File: src/rtl/life_sequencer.sv
`default_nettype none
// ============================================================================
// Module   : life_sequencer
// Purpose  : Loads, steps and scans out a toroidal Life cell grid from commands.
// Revision : 1.0
// ============================================================================
module life_sequencer #(
    parameter int WIDTH  = 17,
    parameter int HEIGHT = 17,
    parameter int SETTLE = 2
) (
    input  logic                      clock,
    input  logic                      reset,
    input  logic                      cmd_valid_i,
    output logic                      cmd_ready_o,
    input  logic [1:0]                cmd_op_i,
    input  logic [15:0]               cmd_arg_i,
    input  logic                      load_valid_i,
    output logic                      load_ready_o,
    input  logic                      load_bit_i,
    output logic                      grid_load_o,
    output logic [WIDTH*HEIGHT-1:0]   grid_init_o,
    output logic                      grid_step_o,
    input  logic [WIDTH*HEIGHT-1:0]   grid_states_i,
    output logic                      pix_valid_o,
    input  logic                      pix_ready_i,
    output logic                      pix_data_o,
    output logic [4:0]                pix_row_o,
    output logic [4:0]                pix_col_o,
    output logic                      pix_eol_o,
    output logic                      pix_eof_o,
    output logic                      busy_o,
    output logic [15:0]               gen_count_o
);

    localparam int CELLS = WIDTH * HEIGHT;
    localparam int IDX_W = $clog2(CELLS);
    localparam int SET_W = $clog2(SETTLE + 1);

    localparam logic [IDX_W-1:0] LAST_IDX    = IDX_W'(CELLS - 1);
    localparam logic [SET_W-1:0] SETTLE_LAST = SET_W'(SETTLE - 1);
    localparam logic [4:0]       LAST_COL    = 5'(WIDTH - 1);
    localparam logic [4:0]       LAST_ROW    = 5'(HEIGHT - 1);

    localparam logic [1:0] OP_LOAD = 2'd0;
    localparam logic [1:0] OP_STEP = 2'd1;
    localparam logic [1:0] OP_RUN  = 2'd2;
    localparam logic [1:0] OP_SCAN = 2'd3;

    typedef enum logic [2:0] {
        S_IDLE   = 3'd0,
        S_LOAD   = 3'd1,
        S_COMMIT = 3'd2,
        S_STEP   = 3'd3,
        S_SETTLE = 3'd4,
        S_SCAN   = 3'd5
    } state_t;

    state_t             state_q,    state_d;
    logic [1:0]         op_q,       op_d;
    logic [15:0]        remain_q,   remain_d;
    logic [SET_W-1:0]   settle_q,   settle_d;
    logic [CELLS-1:0]   init_q,     init_d;
    logic [IDX_W-1:0]   load_idx_q, load_idx_d;
    logic [15:0]        gen_q,      gen_d;
    logic [CELLS-1:0]   frame_q,    frame_d;
    logic [IDX_W-1:0]   pix_idx_q,  pix_idx_d;
    logic [4:0]         row_q,      row_d;
    logic [4:0]         col_q,      col_d;

    logic               w_eol;
    logic               w_eof;

    assign w_eol = (col_q == LAST_COL);
    assign w_eof = w_eol && (row_q == LAST_ROW);

    always_ff @(posedge clock) begin
        if (reset) begin
            state_q    <= S_IDLE;
            op_q       <= OP_LOAD;
            remain_q   <= '0;
            settle_q   <= '0;
            init_q     <= '0;
            load_idx_q <= '0;
            gen_q      <= '0;
            frame_q    <= '0;
            pix_idx_q  <= '0;
            row_q      <= '0;
            col_q      <= '0;
        end else begin
            state_q    <= state_d;
            op_q       <= op_d;
            remain_q   <= remain_d;
            settle_q   <= settle_d;
            init_q     <= init_d;
            load_idx_q <= load_idx_d;
            gen_q      <= gen_d;
            frame_q    <= frame_d;
            pix_idx_q  <= pix_idx_d;
            row_q      <= row_d;
            col_q      <= col_d;
        end
    end

    always_comb begin
        state_d      = state_q;
        op_d         = op_q;
        remain_d     = remain_q;
        settle_d     = settle_q;
        init_d       = init_q;
        load_idx_d   = load_idx_q;
        gen_d        = gen_q;
        frame_d      = frame_q;
        pix_idx_d    = pix_idx_q;
        row_d        = row_q;
        col_d        = col_q;
        cmd_ready_o  = 1'b0;
        load_ready_o = 1'b0;
        grid_load_o  = 1'b0;
        grid_step_o  = 1'b0;
        pix_valid_o  = 1'b0;

        case (state_q)
            S_IDLE: begin
                cmd_ready_o = 1'b1;
                if (cmd_valid_i) begin
                    op_d     = cmd_op_i;
                    remain_d = cmd_arg_i;
                    settle_d = '0;
                    case (cmd_op_i)
                        OP_LOAD: begin
                            state_d    = S_LOAD;
                            load_idx_d = '0;
                        end
                        OP_STEP, OP_RUN: begin
                            if (cmd_arg_i != 16'd0) state_d = S_STEP;
                        end
                        default: state_d = S_SETTLE;
                    endcase
                end
            end
            S_LOAD: begin
                load_ready_o = 1'b1;
                if (load_valid_i) begin
                    init_d[load_idx_q] = load_bit_i;
                    if (load_idx_q == LAST_IDX) state_d = S_COMMIT;
                    else                        load_idx_d = load_idx_q + 1'b1;
                end
            end
            S_COMMIT: begin
                grid_load_o = 1'b1;
                gen_d       = '0;
                settle_d    = '0;
                state_d     = S_SETTLE;
            end
            S_STEP: begin
                grid_step_o = 1'b1;
                gen_d       = gen_q + 16'd1;
                remain_d    = remain_q - 16'd1;
                settle_d    = '0;
                state_d     = S_SETTLE;
            end
            S_SETTLE: begin
                if (settle_q == SETTLE_LAST) begin
                    case (op_q)
                        OP_LOAD: state_d = S_IDLE;
                        OP_STEP: state_d = (remain_q != 16'd0) ? S_STEP : S_IDLE;
                        default: begin
                            // Frame is frozen here so later grid steps cannot tear it.
                            state_d   = S_SCAN;
                            frame_d   = grid_states_i;
                            pix_idx_d = '0;
                            row_d     = '0;
                            col_d     = '0;
                        end
                    endcase
                end else begin
                    settle_d = settle_q + 1'b1;
                end
            end
            S_SCAN: begin
                pix_valid_o = 1'b1;
                if (pix_ready_i) begin
                    if (w_eof) begin
                        state_d = (op_q == OP_RUN && remain_q != 16'd0) ? S_STEP : S_IDLE;
                    end else begin
                        pix_idx_d = pix_idx_q + 1'b1;
                        if (w_eol) begin
                            col_d = '0;
                            row_d = row_q + 5'd1;
                        end else begin
                            col_d = col_q + 5'd1;
                        end
                    end
                end
            end
            default: state_d = S_IDLE;
        endcase
    end

    assign grid_init_o = init_q;
    assign pix_data_o  = frame_q[pix_idx_q];
    assign pix_row_o   = row_q;
    assign pix_col_o   = col_q;
    assign pix_eol_o   = w_eol;
    assign pix_eof_o   = w_eof;
    assign busy_o      = (state_q != S_IDLE);
    assign gen_count_o = gen_q;

endmodule
`default_nettype wire

File: config.mk
export PLATFORM = sky130hd
export DESIGN_NAME = life_sequencer
export DESIGN_NICKNAME = d
export VERILOG_FILES = /design/src/rtl/life_sequencer.sv
export SDC_FILE = /design/constraint.sdc
export NUM_CORES = 2
export LEC_CHECK = 0
export ABC_AREA = 0
export CAP_MARGIN = 20
export CORE_MARGIN = 10
export CORE_UTILIZATION = 38
export CTS_CLUSTER_DIAMETER = 60
export CTS_CLUSTER_SIZE = 40
export DETAILED_ROUTE_END_ITERATION = 8
export PLACE_DENSITY = 0.73
export SYNTH_ARGS = -nofsm -noshare
export SYNTH_HDL_FRONTEND = slang
export SYNTH_SLANG_ARGS = --single-unit
File: constraint.sdc
create_clock -name clock -period 2.4 [get_ports clock]
set_input_delay 0.24 -clock clock [delete_from_list [all_inputs] [get_ports clock]]
set_output_delay 0.24 -clock clock [all_outputs]
set_load 0.01 [all_outputs]
# --- Word-level counts from Yosys, hierarchy flattened ---
# Cells that the tools add are included.
totals:
  inputBits: 313
  output_inout_bits: 324
  register_bits: 645
classes:
  add_sub_neg: 7
  order_cmp: 3
  bitwise: 1
  n_reduce_logical: 26
  n_eq_ne: 26
  muxes: 48
op_table:
  columns: ["operator", "n"]
  rows:
  - ["$bwmux W289", 1]
  - ["$mux W9", 8]
  - ["$pmux W16 S2", 2]
  - ["$mux W5", 8]
  - ["$pmux W9 S2", 2]
  - ["$reduce_bool A16 Y1", 2]
  - ["$ne A2 B2 Y1 const B", 11]
  - ["$mux W3", 7]
  - ["$lt A9 B10 Y1 const B", 2]
  - ["$pmux W5 S2", 2]
  - ["$add A9 B1 Y9 const B", 2]
  - ["$add A16 B1 Y16 const B", 1]
  - ["$mux W16", 1]
  - ["$sub A16 B1 Y16 const B", 1]
  - ["$pmux W3 S5", 1]
  - ["$pmux W3 S2", 2]
  - ["$add A5 B1 Y5 const B", 2]
  - ["$eq A5 B5 Y1 const B", 2]
  - ["$reduce_and A5 Y1", 2]
  - ["$bmux W1 S9", 1]
  - ["$demux W1 S9", 1]
  - ["$eq A9 B9 Y1 const B", 1]
  - ["$ge A9 B1 Y1 const B", 1]
  - ["$mux W2", 4]
  - ["21 further kinds", 44]

# --- Longest topological paths before layout ---
logic_depth:
  word_depth: 6
  ltp_mapped: 10

# --- Least setup slack after synthesis ---
# Ideal clock, no wire load.
synth_path:
  path_kind: "reg-to-output"
  from: "reg pix_idx_q[1]"
  to: "out pix_data_o"
  stages_incl_launch_ff: 9
  arrival_time_ps: 2275
  t_required_ps: 2160
  path_slack_ps: -115
  path_cell_list: "dfxtp_1 -> buf_4 -> buf_2 -> buf_2 -> mux4_2 -> a221oi_1 -> o21ai_1 -> a32o_1 -> a221o_1"
synth_via:
  elab_chain_len: 2
synth_lines:
  columns: ["element", "line_no", "source"]
  rows:
  - ["from (decl)", "67", "logic [IDX_W-1:0] pix_idx_q, pix_idx_d;"]
  - ["from (signal assigned)", "99", "pix_idx_q <= pix_idx_d;"]
  - ["$bmux W1 S9", "202", "assign pix_data_o = frame_q[pix_idx_q];"]
  - ["$mux W1 (implied by the code)", "202", null]
  - ["to (decl)", "27", "output logic pix_data_o,"]
# No other way between the ends. The select of a mux whose other input is x is not followed.

# --- Worst setup path after layout ---
layout_path:
  from: "reg pix_idx_q[0]"
  to: "out pix_data_o"
# Same word-level chain as after synthesis.

==> summary.txt <==
Drt
  • Wire per inst: between 20 and 25 µm
  • Post-route ant nets: 0
  • Avg Vias per Cell: ~5.7
  • Residual DRC count: 0
  • Via count: between 20000 and 30000
  • Final wirelength: roughly 110 mm
  • First-pass DRT Iterations: 6
  • Iter 0 DRT Violations: around 3300

Floorplan
  • Die area: around 0.082 mm²
  • Die Ht: ~290 µm
  • Core Region: ~0.07 mm²
  • Core Rows: 97
  • I/O pin cnt: about 640
  • Die outline width: 286 µm
  • Initial Util: 38.4%

Pwr
  • Worst vdd ir: about 440 µV
  • Cell Pwr Density: just over 600 mW/mm²
  • NetSw: 6.46 mW
  • Combinational share of power: 10.9%
  • Flop pwr share: roughly half
  • Total power: 22.5 mW
  • Int Pwr: about 16 mW
  • LEAKAGE: 12.0 nW
  • Sw Ratio: roughly 29%
  • Clock share of power: around 40%

Cells and area
  • Share of layout cells above drive strength 1: about a tenth
  • Area of the multi-input gates: about 0.013 mm²
  • Final net count: 4223
  • Layout area overhead: 37.7%
  • FILL cells: approximately 6500
  • Seq. cell area: between 0.01 and 0.015 mm²

Global routing
  • Vias in the first global route: between 20000 and 30000
  • GRT Overall Usage: between 20% and 30%
  • Antenna violations before repair: 8
  • First-pass GRT wire length: approximately 160 mm
  • Largest net degree at the start of global routing: roughly 130
  • Gr ovfl total: 0

Timing
  • Fin crit period: between 3000 and 4000 ps
  • Period utilization: 138%
  • Slew HR: 47.8%
  • RSZ-0062 raised after global routing: yes
  • Maximum clock frequency: roughly 0.3 GHz
  • Hold Vio Cnt, Final: 0
  • Worst Tran Pin Value: between 700 and 800 ps
  • Final worst slack: -906 ps
  • Worst Skew: between 40 and 50 ps
  • Number of setup violations in the final report: 1
  • Max-slew violations: 0

Worst setup path
  • Required time of the worst setup path: approximately 2200 ps
  • CP Max Fanout: 11
  • Worst R2R Start: pix_col_o[1]$_SDFFE_PP0P_
  • Worst setup path class: reg -> out
  • CP Capture Type: output pin
  • Worst EP arrival: 3070 ps
  • R2r setup slk: 170 ps
  • Worst reg2reg path endpoint: pix_row_o[4]$_SDFFE_PP0P_
  • Cells on worst reg2reg path: 10
  • Critical path launch point type: register

Run status
  • Failing checks: negative setup slack
  • Status: finished, violations left

Clocking
  • CTS Root Cell: clkbuf_16
  • CTS clk-pin slew, worst paths: 100 ps
  • H-tree levels: 2
  • CTS tree: done
  • Clock tree sinks: about 650
  • CTS max path bufs: 3
  • Clk_lat worst skew: around 630 ps
  • Num CTS Buffers: 44

Synthesis
  • Post-synth EDFFs: 0
  • Synth Area per Inst: about 8 µm²
  • Ys Warns: 0
  • Cells after synthesis: roughly 3300
  • Mapped cell area: about 0.027 mm²
  • Seq/Total Area, Yosys: a little under half
  • Share of flip-flops with an asynchronous set or reset: 0%
  • Yosys cell types: 67
  • Syn Nets: around 3600
  • Prevailing post-synth register cell: dfxtp_1
  • Seq cells post-synth: around 650

Placement
  • GPL Wtd Cong: 0.928
  • Detailed placement HPWL: between 80 and 90 mm
  • PortBufs: 636
  • Post-Place Worst Slack: -794 ps

Job
  • Max-Cap Viols: 0

Min path
  • WHS Endpoint: grid_init_o[66]$_SDFFE_PP0P_
  • Hold Path Stages: 3
  • Hold Crit Class: in -> reg
  • Hold Crit Start: load_bit_i
stage by stage:
stage          util, %  instance area, µm²  std cells  hold slack, ps  setup TNS (ps)
2_1_floorplan        -               27000       3317             376           -4.07
3_3_place_gp      50.1               35200       4784             439            -768
3_5_place_dp      50.1               35200       4784             443            -794
4_1_cts           52.8               37000       4871            76.8            -922
5_1_grt           52.9               37100       4876             108            -995
6_report          52.9               37100       4877             109            -906
worst max path at each step:
stage                         startpoint    endpoint  slack [ps]  cells past startpoint
6_report       pix_idx_q[0]$_SDFFE_PP0P_  pix_data_o        -910                      9
5_1_grt        pix_idx_q[0]$_SDFFE_PP0P_  pix_data_o        -990                      9
4_1_cts        pix_idx_q[0]$_SDFFE_PP0P_  pix_data_o        -920                      8
3_5_place_dp   pix_idx_q[0]$_SDFFE_PP0P_  pix_data_o        -790                      7
3_3_place_gp   pix_idx_q[0]$_SDFFE_PP0P_  pix_data_o        -770                      7
2_1_floorplan  pix_idx_q[0]$_SDFFE_PP0P_  pix_data_o          -4                      7
power by group through the flow:
stage               clock network, mW  logic (mW)  registers (mW)
floorplan                           0        1.25            11.2
global placement                    0        2.35            11.2
detailed placement                  0        2.38            11.3
CTS                              9.13        2.42            11.0
global route                     9.53        2.65            11.0
finish                           9.05        2.45            11.0
worst max-delay path, stage by stage, from the launching register on:
cell     delay, ps
dfxtp_4        430
buf_12         150
buf_6          120
buf_12         140
mux4_2         520
a22oi_1        240
a32oi_1        130
a31o_2         240
a221o_1        300
buf_4          160
cells in the mapped netlist (10+ instances only):
cell      instances  share of area, %
a22oi_1          25              0.70
xor2_1           16              0.52
nand2_1         656               9.1
mux4_1           11               1.1
nor2b_1          10              0.23
o21ai_0         300               5.6
nand4_1          15              0.35
clkbuf_1        264               3.7
mux4_2           52               4.3
ha_1             14              0.65
nor3_1           19              0.35
nand2b_1         14              0.32
dfxtp_1         645                48
buf_1            13              0.18
nand3_1         316               5.9
and2_1           12              0.28
mux2i_1          27               1.0
buf_2            15              0.28
a21oi_1         614                11
inv_1            20              0.28
nor2_1          113               1.6
a31oi_1          10              0.23
layer usage:
layer / GRT usage (%) / part of all wire, % / vias up
met5: 0 / 0.022 / -
met4: 13.0 / 5.5 / 4
met3: 6.23 / 10 / 310
met2: 41.5 / 46 / 1613
met1: 31.4 / 38 / 12900
li1: - / - / 12700
sequential cells by signal, indices dropped and copies added (netlist names):
| name | flops |
|---|---|
| pix_idx_q | 9 |
| settle_q | 2 |
| pix_row_o | 5 |
| frame_q | 289 |
| load_idx_q | 9 |
| gen_count_o | 16 |
| op_q | 2 |
| pix_col_o | 5 |
| remain_q | 16 |
| state_q | 3 |
| grid_init_o | 289 |
final cells by class:
cell class                 count  share of cell area [%]
timing repair buffer         831                    22.3
multi-input combinational   2353                    34.7
inverter                      21                   0.212
clock inverter                36                    1.72
antenna                        5                  0.0337
sequential                   645                    34.8
tap                          940                    3.17
clock buffer                  46                    3.10
cells in the final DEF (no fill, tap or decap), types with 14 or more instances in the layout:
master           netlist  layout
buf_12                 0      33
inv_1                 20      20
nand3_1              316     316
clkbuf_16              0      47
clkdlybuf4s50_1        0     629
nand4_1               15      15
buf_4                  2     156
mux4_2                52      59
nor2_1               113     110
ha_1                  14      14
a21oi_1              614     614
a22oi_1               25      21
o21ai_0              300     298
xor2_1                16      16
nor3_1                19      15
nand2_1              656     656
dfxtp_1              645     639
mux2i_1               27      27
timing repair:
action | in CTS | in global routing
hold buffers | 1 | 0
pin swaps | 0 | 3
setup buffers | 4 | 0
gates cloned | 0 | 1
endpoints found under the setup margin | 7 | 3
gates resized for setup | 23 | 23
endpoints found under the hold margin | 14 | 0
cells by family after synthesis:
logic type      Yosys count  share of synthesized area [%]
flops                   645                           47.9
buf+inv                 319                           4.66
compound gates         1006                           19.6
mux                      95                           6.63
fa+ha+maj                14                          0.650
xor+xnor                 25                          0.812
simple gates           1213                           19.7
Power figures use the tool's default switching activity.
